==> src/rtl/otter_dbus_decoder.sv <==
// rtl/otter_dbus_decoder.sv - address decoder and handshake sequencer for the OTTER data bus
module otter_dbus_decoder #(
    parameter int                       N_SLAVES       = 4,
    parameter logic [32*N_SLAVES-1:0]   SLAVE_BASE     = {32'h1100_0200, 32'h1100_0100, 32'h1100_0000, 32'h8000_0000},
    parameter logic [32*N_SLAVES-1:0]   SLAVE_MASK     = {32'hFFFF_FF00, 32'hFFFF_FF00, 32'hFFFF_FF00, 32'h8000_0000},
    parameter int                       TIMEOUT_CYCLES = 16,
    parameter logic [31:0]              ERR_DATA       = 32'hDEAD_BEEF
) (
    input  logic                        i_clk,
    input  logic                        i_rst,
    input  logic                        i_m_re,
    input  logic                        i_m_we,
    input  logic [3:0]                  i_m_sel,
    input  logic [31:0]                 i_m_addr,
    input  logic [31:0]                 i_m_w_data,
    output logic [31:0]                 o_m_r_data,
    output logic                        o_m_ack,
    output logic                        o_m_err,
    output logic [N_SLAVES-1:0]         o_s_re,
    output logic [N_SLAVES-1:0]         o_s_we,
    output logic [3:0]                  o_s_sel,
    output logic [31:0]                 o_s_addr,
    output logic [31:0]                 o_s_w_data,
    input  logic [32*N_SLAVES-1:0]      i_s_r_data,
    input  logic [N_SLAVES-1:0]         i_s_ack
);

    localparam int IW = (N_SLAVES > 1) ? $clog2(N_SLAVES) : 1;

    typedef enum logic [1:0] {
        IDLE = 2'd0,
        BUSY = 2'd1,
        RESP = 2'd2
    } state_t;

    state_t          state;
    state_t          state_next;

    logic            req;
    logic            hit;
    logic [IW-1:0]   hit_idx;
    logic [IW-1:0]   s_idx;
    logic            s_write;
    logic [31:0]     busy_cnt;
    logic            sel_ack;
    logic [31:0]     sel_r_data;
    logic            timeout_hit;
    logic [N_SLAVES-1:0] s_onehot;

    assign req = i_m_re | i_m_we;

    // Scan from the top down so the lowest matching index is the last one written.
    always_comb begin
        hit     = 1'b0;
        hit_idx = '0;
        for (int i = N_SLAVES - 1; i >= 0; i--) begin
            if ((i_m_addr & SLAVE_MASK[32*i +: 32]) ==
                (SLAVE_BASE[32*i +: 32] & SLAVE_MASK[32*i +: 32])) begin
                hit     = 1'b1;
                hit_idx = IW'(i);
            end
        end
    end

    always_comb begin
        sel_ack    = 1'b0;
        sel_r_data = '0;
        s_onehot   = '0;
        for (int i = 0; i < N_SLAVES; i++) begin
            if (s_idx == IW'(i)) begin
                sel_ack     = i_s_ack[i];
                sel_r_data  = i_s_r_data[32*i +: 32];
                s_onehot[i] = 1'b1;
            end
        end
    end

    assign timeout_hit = (TIMEOUT_CYCLES != 0) && (busy_cnt == 32'(TIMEOUT_CYCLES - 1));

    always_ff @(posedge i_clk) begin
        if (i_rst) begin
            state <= IDLE;
        end else begin
            state <= state_next;
        end
    end

    always_comb begin
        state_next = state;
        case (state)
            IDLE: begin
                if (req) begin
                    state_next = hit ? BUSY : RESP;
                end
            end
            BUSY: begin
                if (sel_ack || timeout_hit) begin
                    state_next = RESP;
                end
            end
            RESP:    state_next = IDLE;
            default: state_next = IDLE;
        endcase
    end

    always_comb begin
        o_s_re  = '0;
        o_s_we  = '0;
        o_m_ack = 1'b0;
        if (state == BUSY) begin
            if (s_write) begin
                o_s_we = s_onehot;
            end else begin
                o_s_re = s_onehot;
            end
        end
        if (state == RESP) begin
            o_m_ack = 1'b1;
        end
    end

    // Ack is tested before timeout so a same-cycle ack always wins.
    always_ff @(posedge i_clk) begin
        if (i_rst) begin
            o_s_addr   <= '0;
            o_s_sel    <= '0;
            o_s_w_data <= '0;
            o_m_r_data <= '0;
            o_m_err    <= 1'b0;
            s_idx      <= '0;
            s_write    <= 1'b0;
            busy_cnt   <= '0;
        end else begin
            case (state)
                IDLE: begin
                    if (req) begin
                        if (hit) begin
                            o_s_addr   <= i_m_addr;
                            o_s_sel    <= i_m_sel;
                            o_s_w_data <= i_m_w_data;
                            s_idx      <= hit_idx;
                            s_write    <= i_m_we;
                            busy_cnt   <= '0;
                        end else begin
                            o_m_err    <= 1'b1;
                            o_m_r_data <= ERR_DATA;
                        end
                    end
                end
                BUSY: begin
                    if (sel_ack) begin
                        o_m_err    <= 1'b0;
                        o_m_r_data <= s_write ? 32'h0 : sel_r_data;
                    end else if (timeout_hit) begin
                        o_m_err    <= 1'b1;
                        o_m_r_data <= ERR_DATA;
                    end else begin
                        busy_cnt   <= busy_cnt + 32'd1;
                    end
                end
                default: begin
                end
            endcase
        end
    end

endmodule

==> config.mk <==
export PLATFORM = sky130hd
export DESIGN_NAME = otter_dbus_decoder
export DESIGN_NICKNAME = d
export VERILOG_FILES = /design/src/rtl/otter_dbus_decoder.sv
export SDC_FILE = /design/constraint.sdc
export NUM_CORES = 1
export LEC_CHECK = 0
export ABC_AREA = 1
export CAP_MARGIN = 20
export CORE_MARGIN = 2
export CORE_UTILIZATION = 35
export DETAILED_ROUTE_END_ITERATION = 12
export PLACE_DENSITY = 0.68
export SETUP_SLACK_MARGIN = 0.2
export SKIP_CTS_REPAIR_TIMING = 1
export SYNTH_ARGS = -nofsm -noshare
export SYNTH_HDL_FRONTEND = slang
export SYNTH_SLANG_ARGS = --single-unit
export TNS_END_PERCENT = 100
==> constraint.sdc <==
create_clock -name i_clk -period 2.3 [get_ports i_clk]
set_clock_uncertainty 0.05 [all_clocks]
set_input_delay 0.46 -clock i_clk [delete_from_list [all_inputs] [get_ports i_clk]]
set_output_delay 0.46 -clock i_clk [all_outputs]
set_load 0.05 [all_outputs]
==> flow_summary_export.csv, run 1 <==
group,metric,value,unit
timing,whs,0.389,ns
timing,setup_viol,0,
global_route,antenna_found_initial,0,
synthesis,synthesis.yosys.warnings,0,
power_and_ir_drop,clkPwrFrac,34.2,%
cells_and_area,fillers,1915,
placement,io_buffers,313,
synthesis,synth_seq_area_share,38.2,%
drt,firstDrtPassIters,6,
global_route,grtUsageTotal,23.4,%
timing,tightest_slew,0.618,ns
clock_tree,cts_tree,"done",
drt,drc_errors,0,
drt,wire_per_inst,14.9,µm
synthesis,syn-num-nets,1362,
clock_tree,cts_num_sinks,138,
synthesis,yosys.cell_types.count,36,
clock_tree,clk_latency,0.41,ns
global_route,grt_max_degree,96,
critical_path,crit_required,1.79,ns
timing,hold_viol,0,
timing,relSlewSlack,58.7,%
synthesis,synth.ff_latch_count,138,
synthesis,syn_inst,1157,
clock_tree,clock_path_buffers,2,
die,ioPinCount,314,
critical_path,path_class,"reg -> out",
power_and_ir_drop,p_leak,0.00578,µW
global_route,grt_pass1_wl,40900,µm
status,outcome,"finished clean",
global_route,grt_pass1_vias,7852,
synthesis,postSynthAreaPerCell,6.25,µm²
worst_hold_path,hp-class,"reg -> reg",
critical_path,path_buf_inv,1,
critical_path,start_kind,"register",
die,fp.dieW,148,µm
timing,max_freq,481,MHz
timing,maxSlewViolCount,0,
die,rows,52,
critical_path,crit_arrival,1.57,ns
power_and_ir_drop,max-vdd-ir-drop,0.000539,V
critical_path,cp_cell_sequence,"clkdlybuf4s50_1",
power_and_ir_drop,sequentialPowerShare,36.2,%
placement,place_inst,1723,
cells_and_area,fin_nets,1682,
drt,drt_iter0_drc,462,
power_and_ir_drop,combPwrFrac,29.5,%
cells_and_area,instances_no_fill,1760,
drt,wirelength,26200,µm
die,start_util,35.7,%
drt,ant_nets,0,
placement,hpwlAfterDp,19500,µm
global_route,globalRouteOverflowTotal,0,
cells_and_area,diodes,0,
flow_run,drv_cap,0,
power_and_ir_drop,p_sw_share,33.9,%
critical_path,critPathMaxFanout,2,
critical_path,crit_slowest_cell,"clkdlybuf4s50_1",
cells_and_area,layout-drive-gt1-share,9.06,%
timing,period_minus_slack,2.08,ns
drt,dr_total_vias,8478,
timing,fin_crit_sh,90.3,%
die,dieHeight,148,µm
timing,rsz0062_at_grt,"true",
clock_tree,cts_buffers,17,
power_and_ir_drop,p_int,4920,µW
critical_path,critical_path.top_delay_family,"buffers and inverters",
critical_path,endpoint_kind,"output port",
clock_tree,cts-root-buf,"clkbuf_16",
die,die_area,0.0218,mm²
power_and_ir_drop,power.density,633,mW/mm²
power_and_ir_drop,switching_power,2530,µW
synthesis,syn-cell-area,0.00723,mm²
clock_tree,htree_levels,4,
cells_and_area,syn2layout_area_growth,62.9,%
placement,place_congestion,0.920,
critical_path,slowest_delay,0.81,ns
clock_tree,clkTransAtPathRegs,0.07,ns
drt,via_per_inst,4.82,
die,core,0.0202,mm²
## state kept, by name, summed over array words and instances, names as in the netlist
signal and flops:
busy_cnt 32, o_m_r_data 32, o_s_addr 32, o_s_w_data 32, o_s_sel 4, s_idx 2, state 2, o_m_err 1
s_write 1
## kinds of logic (layout without fill, tap and decap cells)
| group | after synthesis | count (layout) | share of synthesized area (%) |
|---|---|---|---|
| AO/OA/AOI/OAI | 207 | 207 | 14.9 |
| AND/OR/NAND/NOR | 663 | 663 | 37.0 |
| adder cells (fa/ha/maj) | 1 | 1 | 0.173 |
| flip-flops | 138 | 138 | 38.2 |
| buffers and inverters | 134 | 467 | 8.03 |
| XOR/XNOR | 14 | 14 | 1.70 |
## power groups by stage
stage,clock [µW],sequential (µW),combinational (µW)
6_report,2550,2700,2200
5_1_grt,2730,2720,2380
4_1_cts,2620,2700,2190
3_5_place_dp,0,2750,2180
3_3_place_gp,0,2740,2170
2_1_floorplan,0,3210,752
## final timing paths
| kind | end | from | cells past startpoint | slack [ns] |
|---|---|---|---|---|
| setup / recovery | o_s_addr[2] | o_s_addr[2] | 1 | 0.22 |
| hold / removal | o_m_r_data[12] | o_m_r_data[12] | 2 | 0.39 |
| setup reg to reg | o_m_r_data[24] | busy_cnt[0] | 11 | 0.39 |
| hold reg to reg | o_m_r_data[12] | o_m_r_data[12] | 2 | 0.39 |
## metrics by stage
stage                     area, µm²  setup slack (ns)  utilization (%)  power, µW  TNS [ns]
after CTS                     11400           -0.0354             56.6       7510   -0.0645
after detailed placement      10900            -0.117             53.9       4930     -5.86
after floorplan                7230             0.171                -       3970         0
after global placement        10900           -0.0568             53.9       4910    -0.945
final                         11800             0.222             58.2       7450         0
after global routing          11800             0.166             58.2       7830         0
## placed cells by master, fill, tap and decap left out, types with 6 or more instances in the layout
master and n:
inv_1 58, clkdlybuf4s50_1 219, nor2_1 190, a21oi_1 121, xor2_1 10, inv_2 9
dlymetal6s2s_1 82, dfxtp_1 134, nand4_1 7, buf_12 17, o21ai_0 58, buf_4 42
nand2_1 371, o21ai_1 8, inv_6 6, nor2_2 10, o22ai_1 13, nand3_1 60
clkbuf_16 17
## Yosys cell counts
master,count,area (µm²)
a21oi_1,121,606
o21ai_1,8,40.0
nor2_4,1,11.3
ha_1,1,12.5
o22ai_1,13,81.3
nand2_2,1,6.26
nand2_4,1,11.3
or2_0,1,6.26
nor2_2,2,12.5
nand3_1,61,305
o2111ai_1,4,35.0
nor2_1,199,747
inv_2,11,41.3
clkbuf_1,27,101
nand3_2,3,30.0
o31ai_1,1,7.51
a211o_1,1,8.76
nand2_1,373,1400
inv_1,58,218
nor3b_1,1,7.51
nand4_1,7,43.8
o21bai_1,1,7.51
nand3b_1,3,22.5
buf_2,26,130
buf_4,6,45.0
buf_6,3,33.8
nor3_1,5,25.0
or2_2,3,18.8
clkinv_1,2,7.51
xnor2_1,4,35.0
nand3_4,1,17.5
buf_1,1,3.75
xor2_1,10,87.6
o21ai_0,58,290
dfxtp_1,138,2760
and3_1,1,6.26
## area by class of cell
| cell class | count | area [µm²] | area share, % |
|---|---|---|---|
| timing repair buffer | 364 | 3910 | 33.2 |
| clock inverter | 14 | 113 | 0.956 |
| clock buffer | 18 | 439 | 3.73 |
| sequential | 138 | 2770 | 23.5 |
| inverter | 71 | 272 | 2.31 |
| tap | 270 | 338 | 2.87 |
| multi-input combinational | 885 | 3930 | 33.4 |
## layer usage
metal / wire length, µm / GRT usage [%] / up-vias
met3: 2590 / 7.96 / 53
met4: 948 / 10.1 / 0
met1: 10500 / 27.6 / 3732
met2: 12200 / 38.7 / 352
li1: - / - / 4341
met5: 0 / 0 / -
(Power assumes the default switching activity.)
==> inputs of run 2 (changes only) <==
--- a/config.mk
+++ b/config.mk
@@ -9,6 +9,7 @@
 export CAP_MARGIN = 20
 export CORE_MARGIN = 2
 export CORE_UTILIZATION = 35
+export CTS_BUF_LIST = sky130_fd_sc_hd__clkbuf_8
 export DETAILED_ROUTE_END_ITERATION = 12
 export PLACE_DENSITY = 0.68
 export SETUP_SLACK_MARGIN = 0.2
==> run 2 against run 1 <==
Effect of this change:
- critical path depth up 4
- total power down 9.5%
- global-route usage up 0.052 points
- largest cell class is now buffers
- clock power shrank 28%
- cell count is essentially flat
- die area unchanged
- design area is 1.2% lower
==> flow_summary_export.csv, run 2 (synthesis gave the netlist of run 1 again) <==
group,metric,value,unit
die,rows,52,
global_route,globalRouteOverflowTotal,0,
drt,ant_nets,0,
clock_tree,cts_buffers,17,
drt,wirelength,26300,µm
drt,wire_per_inst,15.0,µm
timing,timing.setup.tns,0,ns
critical_path,critPathLaunch,"state[0]",
cells_and_area,syn2layout_area_growth,61.0,%
cells_and_area,final_cell_mix,"nand2_1 (371), clkdlybuf4s50_1 (202), nor2_1 (189)",
status,outcome,"finished clean",
power_and_ir_drop,p_leak,0.00597,µW
critical_path,rrSetupSlack,0.39,ns
timing,max_freq,492,MHz
drt,firstDrtPassIters,5,
placement,io_buffers,313,
placement,hpwlAfterDp,19500,µm
die,ioPinCount,314,
critical_path,path_class,"reg -> out",
cells_and_area,multiInputGateArea,0.00393,mm²
timing,period_minus_slack,2.03,ns
critical_path,critPathMaxFanout,5,
die,fp.dieW,148,µm
die,start_util,35.7,%
critical_path,start_kind,"register",
clock_tree,clk_latency,0.45,ns
clock_tree,htree_levels,4,
global_route,grt_max_degree,96,
drt,via_per_inst,4.82,
placement,place_congestion,0.920,
clock_tree,cts_tree,"done",
critical_path,crit_required,1.79,ns
timing,setup_viol,0,
drt,dr_total_vias,8489,
critical_path,r2r_start,"busy_cnt[0]",
cells_and_area,regArea,0.00277,mm²
die,core,0.0202,mm²
global_route,antenna_found_initial,0,
global_route,grtUsageTotal,23.4,%
cells_and_area,layout_commonest_cell,"nand2_1",
clock_tree,cts_num_sinks,138,
critical_path,crit_arrival,1.52,ns
power_and_ir_drop,power.density,579,mW/mm²
flow_run,drv_cap,0,
die,dieHeight,148,µm
clock_tree,clkTransAtPathRegs,0.08,ns
cells_and_area,diodes,0,
clock_tree,cts-root-buf,"clkbuf_8",
clock_tree,clock_path_buffers,2,
global_route,grt_pass1_wl,40800,µm
drt,drc_errors,0,
critical_path,endpoint_kind,"output port",
timing,whs,0.391,ns
cells_and_area,fillers,1936,
die,die_area,0.0218,mm²
cells_and_area,layout-drive-gt1-share,9.12,%
critical_path,reg2reg_depth,11,
cells_and_area,fin_nets,1683,
timing,tightest_slew,0.623,ns
timing,hold_viol,0,
timing,rsz0062_at_grt,"false",
timing,relSlewSlack,58.4,%
timing,fin_crit_sh,88.3,%
worst_hold_path,hp-class,"reg -> reg",
worst_hold_path,hold_depth,2,
global_route,grt_pass1_vias,7860,
critical_path,r2r-end,"o_m_r_data[24]",
critical_path,crit_end,"o_s_re[1]",
power_and_ir_drop,max-vdd-ir-drop,0.000405,V
timing,maxSlewViolCount,0,
drt,drt_iter0_drc,457,
==> run 2: worst max-delay path, cell delays in order (launching register included) <==
cell and delay, ns:
dfxtp_2 0.36, inv_2 0.06, nor2_4 0.20, nand2_2 0.11, nor2_1 0.15, buf_6 0.19
==> run 2: how the worst min path moves through the flow <==
| stage | slack (ns) | to | from |
|---|---|---|---|
| 6_report | 0.39 | o_m_r_data[18] | o_m_r_data[18] |
| 5_1_grt | 0.41 | o_m_r_data[7] | o_m_r_data[7] |
| 4_1_cts | 0.40 | o_m_r_data[7] | o_m_r_data[7] |
| 3_5_place_dp | 0.39 | o_m_r_data[7] | o_m_r_data[7] |
| 3_3_place_gp | 0.38 | o_m_r_data[18] | o_m_r_data[18] |
| 2_1_floorplan | 0.44 | s_idx[1] | s_idx[1] |
==> run 2: report_power, final <==
group	internal, µW	switching (µW)
sequential	2570	122
combinational	917	1290
clock	793	1050
==> run 2: stage by stage <==
step           util [%]  instance area (µm²)  cells  power, µW  setup WS [ns]
2_1_floorplan         -                 7230   1157       3970          0.171
6_report           57.5                11600   1761       6740          0.269
3_5_place_dp       53.9                10900   1723       4930         -0.117
4_1_cts            55.6                11300   1755       6780        -0.0905
5_1_grt            57.5                11600   1761       7110          0.177
3_3_place_gp       53.9                10900   1723       4910        -0.0568
==> run 2: area by class of cell <==
type,instances,area share (%)
tap,270,2.90
sequential,138,23.8
timing repair buffer,365,34.1
inverter,71,2.33
clock inverter,14,0.968
clock buffer,18,2.13
multi-input combinational,885,33.8
==> run 2: layer usage <==
layer  GRT usage [%]  routed length (µm)  vias to the layer above
met3            8.09                2380                       54
li1                -                   -                     4339
met4            10.5                1020                        0
met5               0                   0                        -
met2            38.7               12200                      317
met1            27.4               10800                     3779
==> inputs of run 3 (changes only) <==
--- a/config.mk
+++ b/config.mk
@@ -12,6 +12,7 @@
 export CTS_BUF_LIST = sky130_fd_sc_hd__clkbuf_8
 export DETAILED_ROUTE_END_ITERATION = 12
 export PLACE_DENSITY = 0.68
+export RECOVER_POWER = 100
 export SETUP_SLACK_MARGIN = 0.2
 export SKIP_CTS_REPAIR_TIMING = 1
 export SYNTH_ARGS = -nofsm -noshare
==> run 3 against run 2 <==
Effect of this change:
- fmax fell by 3.0%
- global-route usage is the same
- critical path type unchanged
- largest power group unchanged
- total power decreased by 2.5%
==> flow_summary_export.csv, run 3 (synthesis gave the netlist of run 1 again) <==
group,metric,value,unit
critical_path,critical_path.top_delay_family,"buffers and inverters",
die,rows,52,
flow_run,drv_cap,0,
clock_tree,clkTransAtPathRegs,0.08,ns
critical_path,crit_required,1.79,ns
timing,max_freq,477,MHz
critical_path,critPathMaxFanout,16,
timing,layout_setup_ws,0.205,ns
die,start_util,35.7,%
critical_path,cp_cell_sequence,"inv_2 > nor2_2 > inv_4 > nor2_1 > clkbuf_2",
global_route,globalRouteOverflowTotal,0,
critical_path,path_class,"reg -> out",
clock_tree,cts_num_sinks,138,
drt,firstDrtPassIters,7,
timing,tightest_slew,0.763,ns
cells_and_area,syn2layout_area_growth,48.4,%
power_and_ir_drop,power.density,612,mW/mm²
critical_path,path_buf_inv,3,
cells_and_area,layout_commonest_cell,"nand2_1",
power_and_ir_drop,max-vdd-ir-drop,0.000401,V
power_and_ir_drop,p_leak,0.00410,µW
status,outcome,"finished clean",
timing,maxSlewViolCount,0,
clock_tree,cts_buffers,17,
clock_tree,htree_levels,4,
critical_path,endpoint_kind,"output port",
placement,io_buffers,313,
clock_tree,clk_latency,0.45,ns
die,ioPinCount,314,
cells_and_area,final_cell_mix,"nand2_1 (372), clkdlybuf4s50_1 (202), nor2_1 (191)",
drt,drc_errors,0,
drt,dr_total_vias,8477,
timing,fin_crit_sh,91.1,%
critical_path,crit_slowest_cell,"dfxtp_2",
die,core,0.0202,mm²
placement,dp_slack,-0.117,ns
cells_and_area,layout-drive-gt1-share,8.58,%
drt,wirelength,26200,µm
global_route,grt_max_degree,96,
drt,drt_iter0_drc,439,
timing,rsz0062_at_grt,"false",
critical_path,crit_arrival,1.59,ns
global_route,grt_pass1_vias,7860,
power_and_ir_drop,total_power,6570,µW
cells_and_area,post-route-util,53.0,%
placement,place_congestion,0.920,
drt,wire_per_inst,14.9,µm
timing,period_minus_slack,2.10,ns
cells_and_area,diodes,0,
die,dieHeight,148,µm
global_route,antenna_found_initial,0,
worst_hold_path,hp-class,"reg -> reg",
critical_path,slowest_delay,0.40,ns
clock_tree,cts_tree,"done",
drt,ant_nets,0,
cells_and_area,fin_nets,1683,
critical_path,start_kind,"register",
global_route,grt_pass1_wl,40800,µm
timing,setup_viol,0,
clock_tree,cts-root-buf,"clkbuf_8",
placement,hpwlAfterDp,19500,µm
drt,via_per_inst,4.81,
global_route,grtUsageTotal,23.4,%
die,die_area,0.0218,mm²
timing,hold_viol,0,
timing,relSlewSlack,49.3,%
clock_tree,clock_path_buffers,2,
die,fp.dieW,148,µm
run 3: changes by cell type in the layout (fill, tap and decap cells not counted), sizes merged:
cell	previous run	this run
clkbuf	18	121
dlymetal6s2s	99	0
buf	64	60
run 3: worst min-delay path: cells and delay by family (launching register included):
| kind | cells | cell delay [ns] |
|---|---|---|
| DFF | 1 | 0.31 |
| AOI/OAI and AO/OA | 1 | 0.05 |
| buffers and inverters | 1 | 0.04 |
run 3: where the power goes:
part	switching (µW)	total (µW)	internal [µW]
Sequential	127	2700	2570
Clock	1040	1830	793
Combinational	1280	2030	756
run 3: final timing paths:
check,start,endpoint,depth (start not counted),slack [ns]
setup / recovery,s_idx[1],o_s_re[2],5,0.20
hold / removal,o_m_r_data[18],o_m_r_data[18],2,0.39
setup reg to reg,busy_cnt[0],busy_cnt[1],11,0.30
hold reg to reg,o_m_r_data[18],o_m_r_data[18],2,0.39
run 3: stage by stage:
step | hold WS (ns) | instances | area [µm²] | TNS (ns)
after global placement | 0.381 | 1723 | 10900 | -0.945
final | 0.394 | 1761 | 10700 | 0
after CTS | 0.398 | 1755 | 11300 | -0.175
after floorplan | 0.437 | 1157 | 7230 | 0
after detailed placement | 0.385 | 1723 | 10900 | -5.86
after global routing | 0.412 | 1761 | 10700 | 0
run 3: cell type report:
cell class,count,area (µm²)
clock buffer,18,248
fill,2087,9510
clock inverter,14,113
tap,270,338
sequential,138,2770
timing repair buffer,365,3070
inverter,71,272
multi-input combinational,885,3910
run 3: per-layer routing:
layer | vias to the layer above | part of all wire (%) | track usage (%)
met4 | 0 | 3.8 | 10.5
met5 | - | 0 | 0
met2 | 343 | 47 | 38.7
met3 | 51 | 9.1 | 8.09
met1 | 3744 | 41 | 27.4
li1 | 4339 | - | -
